<file path="src/rtl/button_encoder_pkg.sv">
// Shared types and helpers for the button encoder: FSM state encoding,
// button count and index width, one-hot detect and index encode.
package button_encoder_pkg;

  localparam int unsigned NUM_BTN   = 4;
  localparam int unsigned BTN_IDX_W = 2;

  typedef enum logic [1:0] {
    S_IDLE  = 2'd0,
    S_HELD  = 2'd1,
    S_CHORD = 2'd2
  } state_t;

  function automatic logic is_onehot(input logic [NUM_BTN-1:0] v);
    return (v != '0) && ((v & (v - 1'b1)) == '0);
  endfunction

  function automatic logic [BTN_IDX_W-1:0] btn_index(input logic [NUM_BTN-1:0] v);
    logic [BTN_IDX_W-1:0] idx;
    idx = '0;
    for (int unsigned i = 0; i < NUM_BTN; i++) begin
      if (v[i]) idx = BTN_IDX_W'(i);
    end
    return idx;
  endfunction

endpackage

</file>
<file path="src/rtl/button_encoder_if.sv">
// Button event interface between the encoder (master) and the game FSM (slave).
interface button_encoder_if;
  import button_encoder_pkg::*;

  logic                 btn_valid;
  logic [BTN_IDX_W-1:0] btn_val;
  logic                 btn_held;
  logic                 chord_err;

  modport master (output btn_valid, output btn_val, output btn_held, output chord_err);
  modport slave  (input  btn_valid, input  btn_val, input  btn_held, input  chord_err);

endinterface

</file>
<file path="src/rtl/button_encoder_btn_debounce.sv">
// Single-button two-flop synchroniser followed by a mismatch-count debouncer.
module btn_debounce #(
  parameter int unsigned DEBOUNCE_CYCLES = 4,
  parameter bit          ACTIVE_LOW      = 1'b0
) (
  input  logic clk_tick,
  input  logic reset,
  input  logic raw,
  output logic deb
);

  localparam logic [3:0] CNT_MAX = 4'(DEBOUNCE_CYCLES - 1);

  logic       sync1;
  logic       sync2;
  logic [3:0] cnt;

  always_ff @(posedge clk_tick or posedge reset) begin
    if (reset) begin
      sync1 <= 1'b0;
      sync2 <= 1'b0;
      deb   <= 1'b0;
      cnt   <= '0;
    end else begin
      sync1 <= raw ^ ACTIVE_LOW;
      sync2 <= sync1;
      // Flip only on the DEBOUNCE_CYCLES-th consecutive disagreeing cycle.
      if (sync2 != deb) begin
        if (cnt == CNT_MAX) begin
          deb <= sync2;
          cnt <= '0;
        end else begin
          cnt <= cnt + 4'd1;
        end
      end else begin
        cnt <= '0;
      end
    end
  end

endmodule

</file>
<file path="src/rtl/button_encoder.sv">
// Debounces four push-buttons and turns each clean single press into one
// btn_valid pulse with the button index; chords raise chord_err instead.
module button_encoder
  import button_encoder_pkg::*;
#(
  parameter int unsigned DEBOUNCE_CYCLES = 4,
  parameter bit          ACTIVE_LOW      = 1'b0
) (
  input  logic               clk_tick,
  input  logic               reset,
  input  logic [NUM_BTN-1:0] btn_raw,
  button_encoder_if.master   bus,
  output logic [1:0]         state
);

  logic [NUM_BTN-1:0] deb;
  state_t             st;

  for (genvar i = 0; i < NUM_BTN; i++) begin : g_deb
    btn_debounce #(
      .DEBOUNCE_CYCLES (DEBOUNCE_CYCLES),
      .ACTIVE_LOW      (ACTIVE_LOW)
    ) u_deb (
      .clk_tick (clk_tick),
      .reset    (reset),
      .raw      (btn_raw[i]),
      .deb      (deb[i])
    );
  end

  assign bus.btn_held = |deb;
  assign state        = st;

  always_ff @(posedge clk_tick or posedge reset) begin
    if (reset) begin
      st            <= S_IDLE;
      bus.btn_valid <= 1'b0;
      bus.btn_val   <= '0;
      bus.chord_err <= 1'b0;
    end else begin
      bus.btn_valid <= 1'b0;
      bus.chord_err <= 1'b0;
      case (st)
        S_IDLE: begin
          if (is_onehot(deb)) begin
            bus.btn_valid <= 1'b1;
            bus.btn_val   <= btn_index(deb);
            st            <= S_HELD;
          end else if (deb != '0) begin
            bus.chord_err <= 1'b1;
            st            <= S_CHORD;
          end
        end
        S_HELD, S_CHORD: begin
          // Only a full release re-arms; joins and partial releases are ignored.
          if (deb == '0) st <= S_IDLE;
        end
        default: st <= S_IDLE;
      endcase
    end
  end

endmodule

</file>
<file path="src/flat_wrapper.sv">
// flat-port wrapper written by rule: the top's interface ports become plain ports
module button_encoder_flat import button_encoder_pkg::*;
#(
  parameter int unsigned DEBOUNCE_CYCLES = 4,
  parameter bit          ACTIVE_LOW      = 1'b0
)
  (clk_tick, reset, btn_raw, state, bus_btn_valid, bus_btn_val, bus_btn_held, bus_chord_err);
  button_encoder_if bus_i ();
  input  logic clk_tick;
  input  logic reset;
  input  logic [NUM_BTN-1:0] btn_raw;
  output logic [1:0] state;
  output wire logic [$bits(bus_i.btn_valid)-1:0] bus_btn_valid;
  output wire logic [$bits(bus_i.btn_val)-1:0] bus_btn_val;
  output wire logic [$bits(bus_i.btn_held)-1:0] bus_btn_held;
  output wire logic [$bits(bus_i.chord_err)-1:0] bus_chord_err;
  assign bus_btn_valid = bus_i.btn_valid;
  assign bus_btn_val = bus_i.btn_val;
  assign bus_btn_held = bus_i.btn_held;
  assign bus_chord_err = bus_i.chord_err;
  button_encoder #(.DEBOUNCE_CYCLES(DEBOUNCE_CYCLES), .ACTIVE_LOW(ACTIVE_LOW)) u_core (.clk_tick(clk_tick), .reset(reset), .btn_raw(btn_raw), .bus(bus_i), .state(state));
endmodule
</file>
<file path="config.mk">
export PLATFORM = sky130hd
export DESIGN_NAME = button_encoder_flat
export DESIGN_NICKNAME = d
export VERILOG_FILES = /design/src/rtl/button_encoder_pkg.sv /design/src/rtl/button_encoder_if.sv /design/src/rtl/button_encoder_btn_debounce.sv /design/src/rtl/button_encoder.sv /design/src/flat_wrapper.sv
export SDC_FILE = /design/constraint.sdc
export NUM_CORES = 1
export LEC_CHECK = 0
export CAP_MARGIN = 40
export CORE_MARGIN = 4
export CORE_UTILIZATION = 51
export DETAILED_ROUTE_END_ITERATION = 16
export PLACE_DENSITY_LB_ADDON = 0.3
export SYNTH_ARGS = -nofsm -noshare
export SYNTH_HDL_FRONTEND = slang
export SYNTH_HIERARCHICAL = 1
export SYNTH_SLANG_ARGS = --single-unit
export TNS_END_PERCENT = 30
</file>
<file path="constraint.sdc">
create_clock -name clk_tick -period 1.35 [get_ports clk_tick]
set_clock_uncertainty 0.15 [all_clocks]
set_input_delay 0.2025 -clock clk_tick [delete_from_list [all_inputs] [get_ports clk_tick]]
set_output_delay 0.2025 -clock clk_tick [all_outputs]
set_load 0.1 [all_outputs]
</file>
# Word-level counts from Yosys, hierarchy flattened
# Cells that the tools add are included.
# op_classes
n_eq_ne	12
reduce_logical	13
muxes	20
bitwise_logic	1
addsub	5
# op_table
op	count
two-way mux 4 bit	8
adder 4 x 1 -> 4 bit, second input constant	4
equality test 4 x 2 -> 1 bit, second input constant	4
AND reduction 2 bit	6
two-way mux 2 bit	5
logical NOT 4 bit	2
two-way mux 1 bit	6
AND 4 bit	1
!= test 1 bit	4
case mux 2 bit (2 select lines)	1
nonzero test 4 bit	1
OR reduction 4 bit	1
subtractor 4 x 1 -> 4 bit, second input constant	1
!= test 3 x 1 -> 1 bit, second input constant	1
equality test 2 x 1 -> 1 bit, second input constant	1
equality test 2 bit, second input constant	1
logical NOT 2 bit	1
!= test 2 x 1 -> 1 bit, second input constant	1
OR reduction 2 bit	1
logical AND 1 bit	1
# totals
wordCells	71
input_bits	6
regBits	34

# Depth between registers and ports, before layout
# Gate-level depths: netlist of run 1.
# depth
word_depth	6
ltp_mapped	5

# Modules after synthesis
# Netlist of run 1, hierarchy kept.
# by_module_without_submodules
module	n_inst	cells_each	area_per_inst_um2
btn_debounce	4	21	289.0
button_encoder	1	44	421.7

# Worst setup path after synthesis of run 1
# No wires, ideal clock.
# synth_path
kind	reg-to-reg
start	register u_core.st[0] (netlist: u_core/state[0])
end	register u_core.bus.btn_val[0]
stages_incl_launch_ff	6
n_path_buf	0
required_ns	1.106
period_less_slack_ns	2.031
t_arrival_ns	1.787
setup_time_ns	0.094
setup_slack_ns	-0.681
cell_sequence	dfrtp_1 -> inv_1 -> ha_1 -> inv_1 -> o41ai_1 -> a211oi_1
# synth_via
elab_chain_len	2
# synth_lines
item	line	text
from (decl)	button_encoder.sv:17	state_t st;
from (signal assigned)	button_encoder.sv:36	st <= S_IDLE;
from (signal assigned)	button_encoder.sv:48	st <= S_HELD;
from (signal assigned)	button_encoder.sv:51	st <= S_CHORD;
logical NOT 2 bit	button_encoder.sv:43	case (st)
AND reduction 2 bit (no source line)	-	
to (signal assigned)	button_encoder.sv:47	bus.btn_val <= btn_index(deb);
to (decl)	button_encoder_if.sv:10	modport master (output btn_valid, output btn_val, output btn_held, output chord_err);
# Every way passes these cells.
# A chain may end at the register's enable or synchronous reset.

# Worst setup path in the final report of run 1
# layout_path
start	register u_core.g_deb[2].u_deb.deb
end	output port bus_btn_held
# layout_via
elab_chain_len	1
# layout_lines
item	line	text
from (decl)	button_encoder_btn_debounce.sv:9	output logic deb
from (signal assigned)	button_encoder_btn_debounce.sv:30	deb <= sync2;
OR reduction 4 bit	button_encoder.sv:31	assign bus.btn_held = |deb;
to (decl)	flat_wrapper.sv:15	output wire logic [$bits(bus_i.btn_held)-1:0] bus_btn_held;
# Every way passes these cells.

==> results of run 1 <==
-- logic make-up (layout without fill, tap and decap cells) --
family,count (synthesis),in the layout,share of synthesized area
AOI/OAI and AO/OA,28,28,0.140
xor gates and xnor gates,5,5,0.0278
adders and majority gates,5,5,0.0397
buffers and inverters,13,63,0.0389
DFF,34,34,0.539
muxes,5,5,0.0349
and+or+nand+nor,38,38,0.180
-- final cells by class --
| cell class | count | share of cell area |
|---|---|---|
| Sequential cell | 34 | 0.375 |
| Inverter | 10 | 0.0164 |
| Clock buffer | 7 | 0.0240 |
| Tap cell | 31 | 0.0169 |
| Multi-Input combinational cell | 81 | 0.362 |
| Timing Repair Buffer | 45 | 0.204 |
| Clock inverter | 1 | 0.00218 |
-- worst max-delay path, stage by stage, from the launching register on --
cell	delay (ns)
dfrtp_2	0.44
nor4_4	0.33
inv_2	0.09
buf_12	0.17
-- per-layer routing --
| layer | global-route usage | part of all wire | vias to the layer above |
|---|---|---|---|
| met1 | 0.205 | 0.41 | 618 |
| met3 | 0.0409 | 0.025 | 4 |
| met5 | 0 | 0 | - |
| li1 | - | - | 564 |
| met2 | 0.274 | 0.55 | 17 |
| met4 | 0.0755 | 0.012 | 0 |
-- worst min path at each step --
stage                                         to
detailed placement   u_core/g_deb[3].u_deb/sync2
finish              u_core/g_deb[1].u_deb/cnt[2]
global route                u_core/bus.btn_valid
floorplan                  u_core/bus.btn_val[0]
CTS                         u_core/bus.btn_valid
global placement     u_core/g_deb[1].u_deb/sync2
-- synth_stat cells (4+ instances only) --
| library cell | count | area, sq um |
|---|---|---|
| mux2_1 | 4 | 45.0 |
| nand2b_1 | 5 | 31.3 |
| nor3_1 | 4 | 20.0 |
| nor3b_2 | 4 | 50.1 |
| o22ai_1 | 4 | 25.0 |
| nor2b_1 | 4 | 25.0 |
| nor2_1 | 4 | 15.0 |
| xnor2_1 | 4 | 35.0 |
| a2111oi_2 | 4 | 60.1 |
| a21oi_1 | 10 | 50.1 |
| ha_1 | 5 | 62.6 |
| nand3b_1 | 5 | 37.5 |
| inv_1 | 10 | 37.5 |
| and4_1 | 4 | 35.0 |
| dfrtp_1 | 34 | 851 |
-- repair_timing --
action,4_1_cts,5_1_grt
setup endpoints to repair,12,21
endpoints found under the hold margin,0,0
pin swaps,4,14
gates resized for setup,20,23
setup buffers,4,10
-- metrics by stage --
stage | utilization | hold slack [ns] | TNS, ns | instances | cell area [sq um]
floorplan | - | -0.157 | -2.15 | 128 | 1580
global placement | 0.679 | 0.183 | -0.0689 | 188 | 1940
detailed placement | 0.679 | 0.186 | -0.366 | 188 | 1940
CTS | 0.742 | 0.0651 | -0.860 | 200 | 2120
global route | 0.803 | 0.0979 | -2.57 | 209 | 2290
finish | 0.803 | 0.0906 | -1.66 | 209 | 2290
-- power by group --
group	internal, W	switching (W)
logic	0.00159	0.00173
registers	0.00128	0.000281
clock network	0.000252	0.000334
-- registers in the layout (all words and copies together), names as in the netlist --
register                  flops
u_core/g_deb.u_deb/cnt       16
u_core/g_deb.u_deb/sync1      4
u_core/g_deb.u_deb/deb        4
u_core/g_deb.u_deb/sync2      4
u_core/state                  2
u_core/bus.chord_err          1
u_core/bus.btn_val            2
u_core/bus.btn_valid          1
==> metrics.md, run 1 <==
| Metric | Value |
|---|---|
| Status | `complete, but fails checks` |
| Failing checks | `setup timing` |
| Syn avg cell area | `12.3 sq um` |
| Layout cells sized above 1 | `0.494` |
| Post-synth EDFFs | `0` |
| Final Wtd Congestion | `0.819` |
| Reg2Reg Setup Slack | `-0.23 ns` |
| Tightest Pin Transition | `0.326 ns` |
| Final period util | `1.27` |
| # diodes | `0` |
| IO Port Bufs | `12` |
| Mapped Cells | `128` |
| Synth-to-Final Area Change | `45.2%` |
| Reg area | `858 sq um` |
| Clock-pin slew on the worst setup and hold paths | `0.11 ns` |
| Iteration-0 DRC Markers | `106` |
| Worst R2R Path Depth | `6` |
| Initial Utilization | `0.553` |
| Commonest non-fill, non-tap cell in the layout | `dfrtp_1` |
| Final hold viol count | `0` |
| Predominant post-synthesis flop cell | `dfrtp_1` |
| CTS Buf Count | `5` |
| Setup violators final | `16` |
| Std cell rows | `19` |
| Crit path from | `u_core/g_deb[2].u_deb/deb` |
| FF+latch count, synth | `34` |
| RR Startpoint | `u_core/g_deb[2].u_deb/deb` |
| Worst Setup EP | `bus_btn_held` |
| Crit start category | `register` |
| Layout fillers | `152` |
| # hold bufs at CTS | `0` |
| First-pass DRT Iterations | `4` |
| Worst EP required | `1.00 ns` |
| Multi-input combinational cell area | `828 sq um` |
| Reg2Reg Capture Point | `u_core/state[0]` |
| I/O pins | `13` |
| Setup WS pre-CTS | `-0.111 ns` |
| Clk root buf | `clkbuf_4` |
| Die H | `63.6 um` |
| Total gr overflow | `0` |
| Seq/Total Area, Yosys | `0.539` |
| F_max | `584 MHz` |
| Post-route ant nets | `0` |
| Sink Count | `34` |
| Synth Cell Area | `1580 sq um` |
| Post-DP HPWL | `2180 um` |
| Pins Over Slew Limit | `0` |
| Average vias per placed instance | `5.76` |
| Wire per inst | `17.2 um` |
| Die area | `4050 sq um` |
| Fraction of registers with async set/reset | `1.00` |
| Die span in x | `63.6 um` |
| CP Class | `reg2out` |
| Distinct cell type count after synthesis | `34` |
| Drc violations | `0` |
| Synth warn | `6` |
| Worst EP arrival | `1.36 ns` |
| Power Dens Cells | `2390 nW/um^2` |
| Global Route Usage Sum | `0.166` |
| Total power | `0.00547 W` |
| Core Area | `2850 sq um` |
| LEAKAGE | `0.984 nW` |
| Fin nets | `188` |
| Initial antenna violation count | `0` |
| WL final | `3590 um` |
| Vias in the first global route | `1,189` |
| Min cycle time layout | `1.71 ns` |
| MaxCap Viol Count | `0` |
| Slew HR | `0.782` |
| VDD IR-drop max | `1190 uV` |
| Worst Setup End Kind | `output pin` |
| Hold WC Path Type | `in2async` |
| H-tree Lvls | `2` |
| Worst Slack Setup Final | `-0.363 ns` |
| Synth Net Count | `139` |
| First-pass GRT wire length | `5250 um` |
| Critical Path Fanout Max | `2` |
| Largest net degree at the start of global routing | `13` |
| TritonCTS clock tree | `yes` |
| Worst skew pair latency | `0.33 ns` |
| Vias after detailed routing | `1,203` |
| RSZ-0062 raised after global routing | `true` |
| Clock buffer depth | `2` |
| Most frequent cells in the layout | `28 x dfrtp_1, 26 x buf_4, 10 x a21oi_1` |
Power figures use the tool's default switching activity.
==> run 2: changes to the inputs <==
--- a/config.mk
+++ b/config.mk
@@ -9,7 +9,7 @@
 export CORE_MARGIN = 4
 export CORE_UTILIZATION = 51
 export DETAILED_ROUTE_END_ITERATION = 16
-export PLACE_DENSITY_LB_ADDON = 0.3
+export PLACE_DENSITY_LB_ADDON = 0.25
 export SYNTH_ARGS = -nofsm -noshare
 export SYNTH_HDL_FRONTEND = slang
 export SYNTH_HIERARCHICAL = 1
==> metrics.md, run 2 (synthesized netlist as in run 1, its figures left out) <==
| Metric | Value |
|---|---|
| First-pass GRT wire length | `5550 um (+5.7%)` |
| Die span in x | `63.6 um (unchanged)` |
| Switch share | `0.412 (-0.0167)` |
| Die H | `63.6 um (unchanged)` |
| Failing checks | `setup timing` |
| Finished Layout Cells | `199 (-4.8%)` |
| Final Wtd Congestion | `0.839 (+2.5%)` |
| Wire per inst | `17.6 um (+2.6%)` |
| First-pass DRT Iterations | `4 (unchanged)` |
| Layout cells sized above 1 | `0.470 (-0.0241)` |
| Internal power | `0.00323 W (+3.4%)` |
| Final hold viol count | `0 (unchanged)` |
| Die area | `4050 sq um (unchanged)` |
| Core Area | `2850 sq um (unchanged)` |
| Pins Over Slew Limit | `0 (unchanged)` |
| Min cycle time layout | `1.78 ns (+0.0708 ns)` |
| P_sw | `0.00226 W (-3.4%)` |
| Initial Utilization | `0.553 (unchanged)` |
| F_max | `561 MHz (-4.0%)` |
| WHS | `0.102 ns (+0.0114 ns)` |
| Synth-to-Final Area Change | `42.3%` |
| RR Startpoint | `u_core/g_deb[2].u_deb/deb` |
| # hold bufs at CTS | `0 (unchanged)` |
| Bufs and invs on worst path | `2 (unchanged)` |
| Combinational share of power | `0.580 (-0.027)` |
| # diodes | `0 (unchanged)` |
| Tightest Pin Transition | `0.373 ns (+0.0469 ns)` |
| Post-DP HPWL | `2130 um (-2.2%)` |
| Global Route Usage Sum | `0.178 (+0.0113)` |
| Worst skew pair latency | `0.33 ns (about the same)` |
| IO Port Bufs | `12 (unchanged)` |
| Clk network pwr share | `0.137 (+0.030)` |
| Reg power frac | `0.284 (about the same)` |
| Reg2Reg Setup Slack | `-0.20 ns (+0.03 ns)` |
| RSZ-0062 raised after global routing | `true` |
| Average vias per placed instance | `5.82 (+1.1%)` |
| LEAKAGE | `0.953 nW (-3.2%)` |
| Final period util | `1.32 (+0.0524)` |
| Worst Setup End Kind | `output pin` |
| Crit-path leading delay family | `flip-flops` |
| Clock-pin slew on the worst setup and hold paths | `0.10 ns (about the same)` |
| Crit-path slowest cell | `dfrtp_2` |
| Critical Path Fanout Max | `3 (+1)` |
| WL final | `3510 um (-2.3%)` |
| Largest net degree at the start of global routing | `13 (unchanged)` |
| Max reg flops | `16 (unchanged)` |
| Crit start category | `register` |
| Post-route ant nets | `0 (unchanged)` |
| Total gr overflow | `0 (unchanged)` |
| TritonCTS clock tree | `yes` |
| Status | `complete, but fails checks` |
| Clk root buf | `clkbuf_4` |
| Setup violators final | `16 (unchanged)` |
| Power Dens Cells | `2450 nW/um^2 (+2.5%)` |
| Fin nets | `179 (-4.8%)` |
| Layout fillers | `172 (+13%)` |
| Reg2Reg Capture Point | `u_core/state[0]` |
| VDD IR-drop max | `1210 uV (+1.8%)` |
| H-tree Lvls | `2 (unchanged)` |
| Vias in the first global route | `1,120 (-5.8%)` |
| Worst EP arrival | `1.43 ns (+0.07 ns)` |
| Reg area | `858 sq um (unchanged)` |
| Std cell rows | `19 (unchanged)` |
| CP Class | `reg2out` |
| DP Cell Count | `187 (-0.53%)` |
| Sink Count | `34 (unchanged)` |
| Initial antenna violation count | `0 (unchanged)` |
| Commonest non-fill, non-tap cell in the layout | `dfrtp_1` |
| Drc violations | `0 (unchanged)` |
| Biggest register | `u_core/g_deb.u_deb/cnt` |
| Clock buffer depth | `2 (unchanged)` |
| Hold WC Path Type | `in2async` |
| Iteration-0 DRC Markers | `101 (-4.7%)` |
| Max incr delay on CP | `0.44 ns (about the same)` |
| CP Cell Sequence | `nor4_4 -> inv_2 -> buf_12` |
| Vias after detailed routing | `1,158 (-3.7%)` |
| MaxCap Viol Count | `0 (unchanged)` |
| CTS Buf Count | `5 (unchanged)` |
| I/O pins | `13 (unchanged)` |
| Multi-input combinational cell area | `833 sq um (+0.60%)` |
| Worst EP required | `1.00 ns (about the same)` |
| Worst R2R Path Depth | `6 (unchanged)` |
| Worst Slack Setup Final | `-0.433 ns (-0.0708 ns)` |
| Setup WS pre-CTS | `-0.0953 ns (+0.0160 ns)` |
| Most frequent cells in the layout | `28 x dfrtp_1, 17 x buf_4, 8 x a21oi_1` |
| Slew HR | `0.751 (-0.0309)` |
==> run 2: changes by cell type in the layout (fill, tap and decap cells not counted), sizes merged <==
cell,delta
buf,-9
clkinv,-1
bufinv,+1
clkbuf,-1
==> run 2: area by class of cell <==
cell class,instances,area share
flip-flops and latches,34,0.382
clock inverters,1,0.0134
repair buffers,36,0.177
multi-input cells,81,0.371
well taps,31,0.0173
clock buffers,6,0.0228
inverters,10,0.0167
==> run 2: through the flow <==
step           total power [W]  TNS [ns]  utilization  area (sq um)
2_1_floorplan          0.00308     -2.15            -          1580
3_3_place_gp           0.00398    -0.173        0.676          1930
3_5_place_dp           0.00406    -0.336        0.676          1930
4_1_cts                0.00509    -0.904        0.739          2110
5_1_grt                0.00580     -2.23        0.787          2250
6_report               0.00550     -1.47        0.787          2250
==> run 2: worst max path at each step <==
stage	from	to	cells after the start	slack (ns)
CTS	u_core/g_deb[0].u_deb/deb	bus_btn_held	3	-0.42
global route	u_core/g_deb[2].u_deb/deb	bus_btn_held	3	-0.48
finish	u_core/g_deb[2].u_deb/deb	bus_btn_held	3	-0.43
detailed placement	u_core/g_deb[1].u_deb/deb	bus_btn_held	3	-0.1
global placement	u_core/state[0]	u_core/bus.btn_val[0]	5	-0.06
floorplan	u_core/g_deb[1].u_deb/deb	u_core/state[1]	5	-0.57
==> run 2: metal layers <==
| metal | GRT usage | up-vias | share of wire |
|---|---|---|---|
| li1 | - | 550 | - |
| met1 | 0.205 | 577 | 0.42 |
| met2 | 0.313 | 25 | 0.52 |
| met3 | 0.0497 | 6 | 0.033 |
| met4 | 0.0620 | 0 | 0.019 |
| met5 | 0 | - | 0 |
==> run 2: power groups by stage <==
stage / Sequential (W) / Combinational (W) / Clock, W
finish: 0.00156 / 0.00319 / 0.000751
CTS: 0.00152 / 0.00280 / 0.000776
floorplan: 0.00200 / 0.00108 / 0
global route: 0.00159 / 0.00337 / 0.000837
global placement: 0.00151 / 0.00248 / 0
detailed placement: 0.00153 / 0.00253 / 0
==> run 2: timing repair <==
item | CTS | global route
endpoints found under the setup margin | 11 | 22
pin swaps | 6 | 9
resized for setup | 18 | 27
setup buffers | 3 | 3
hold endpoints to repair | 0 | 0
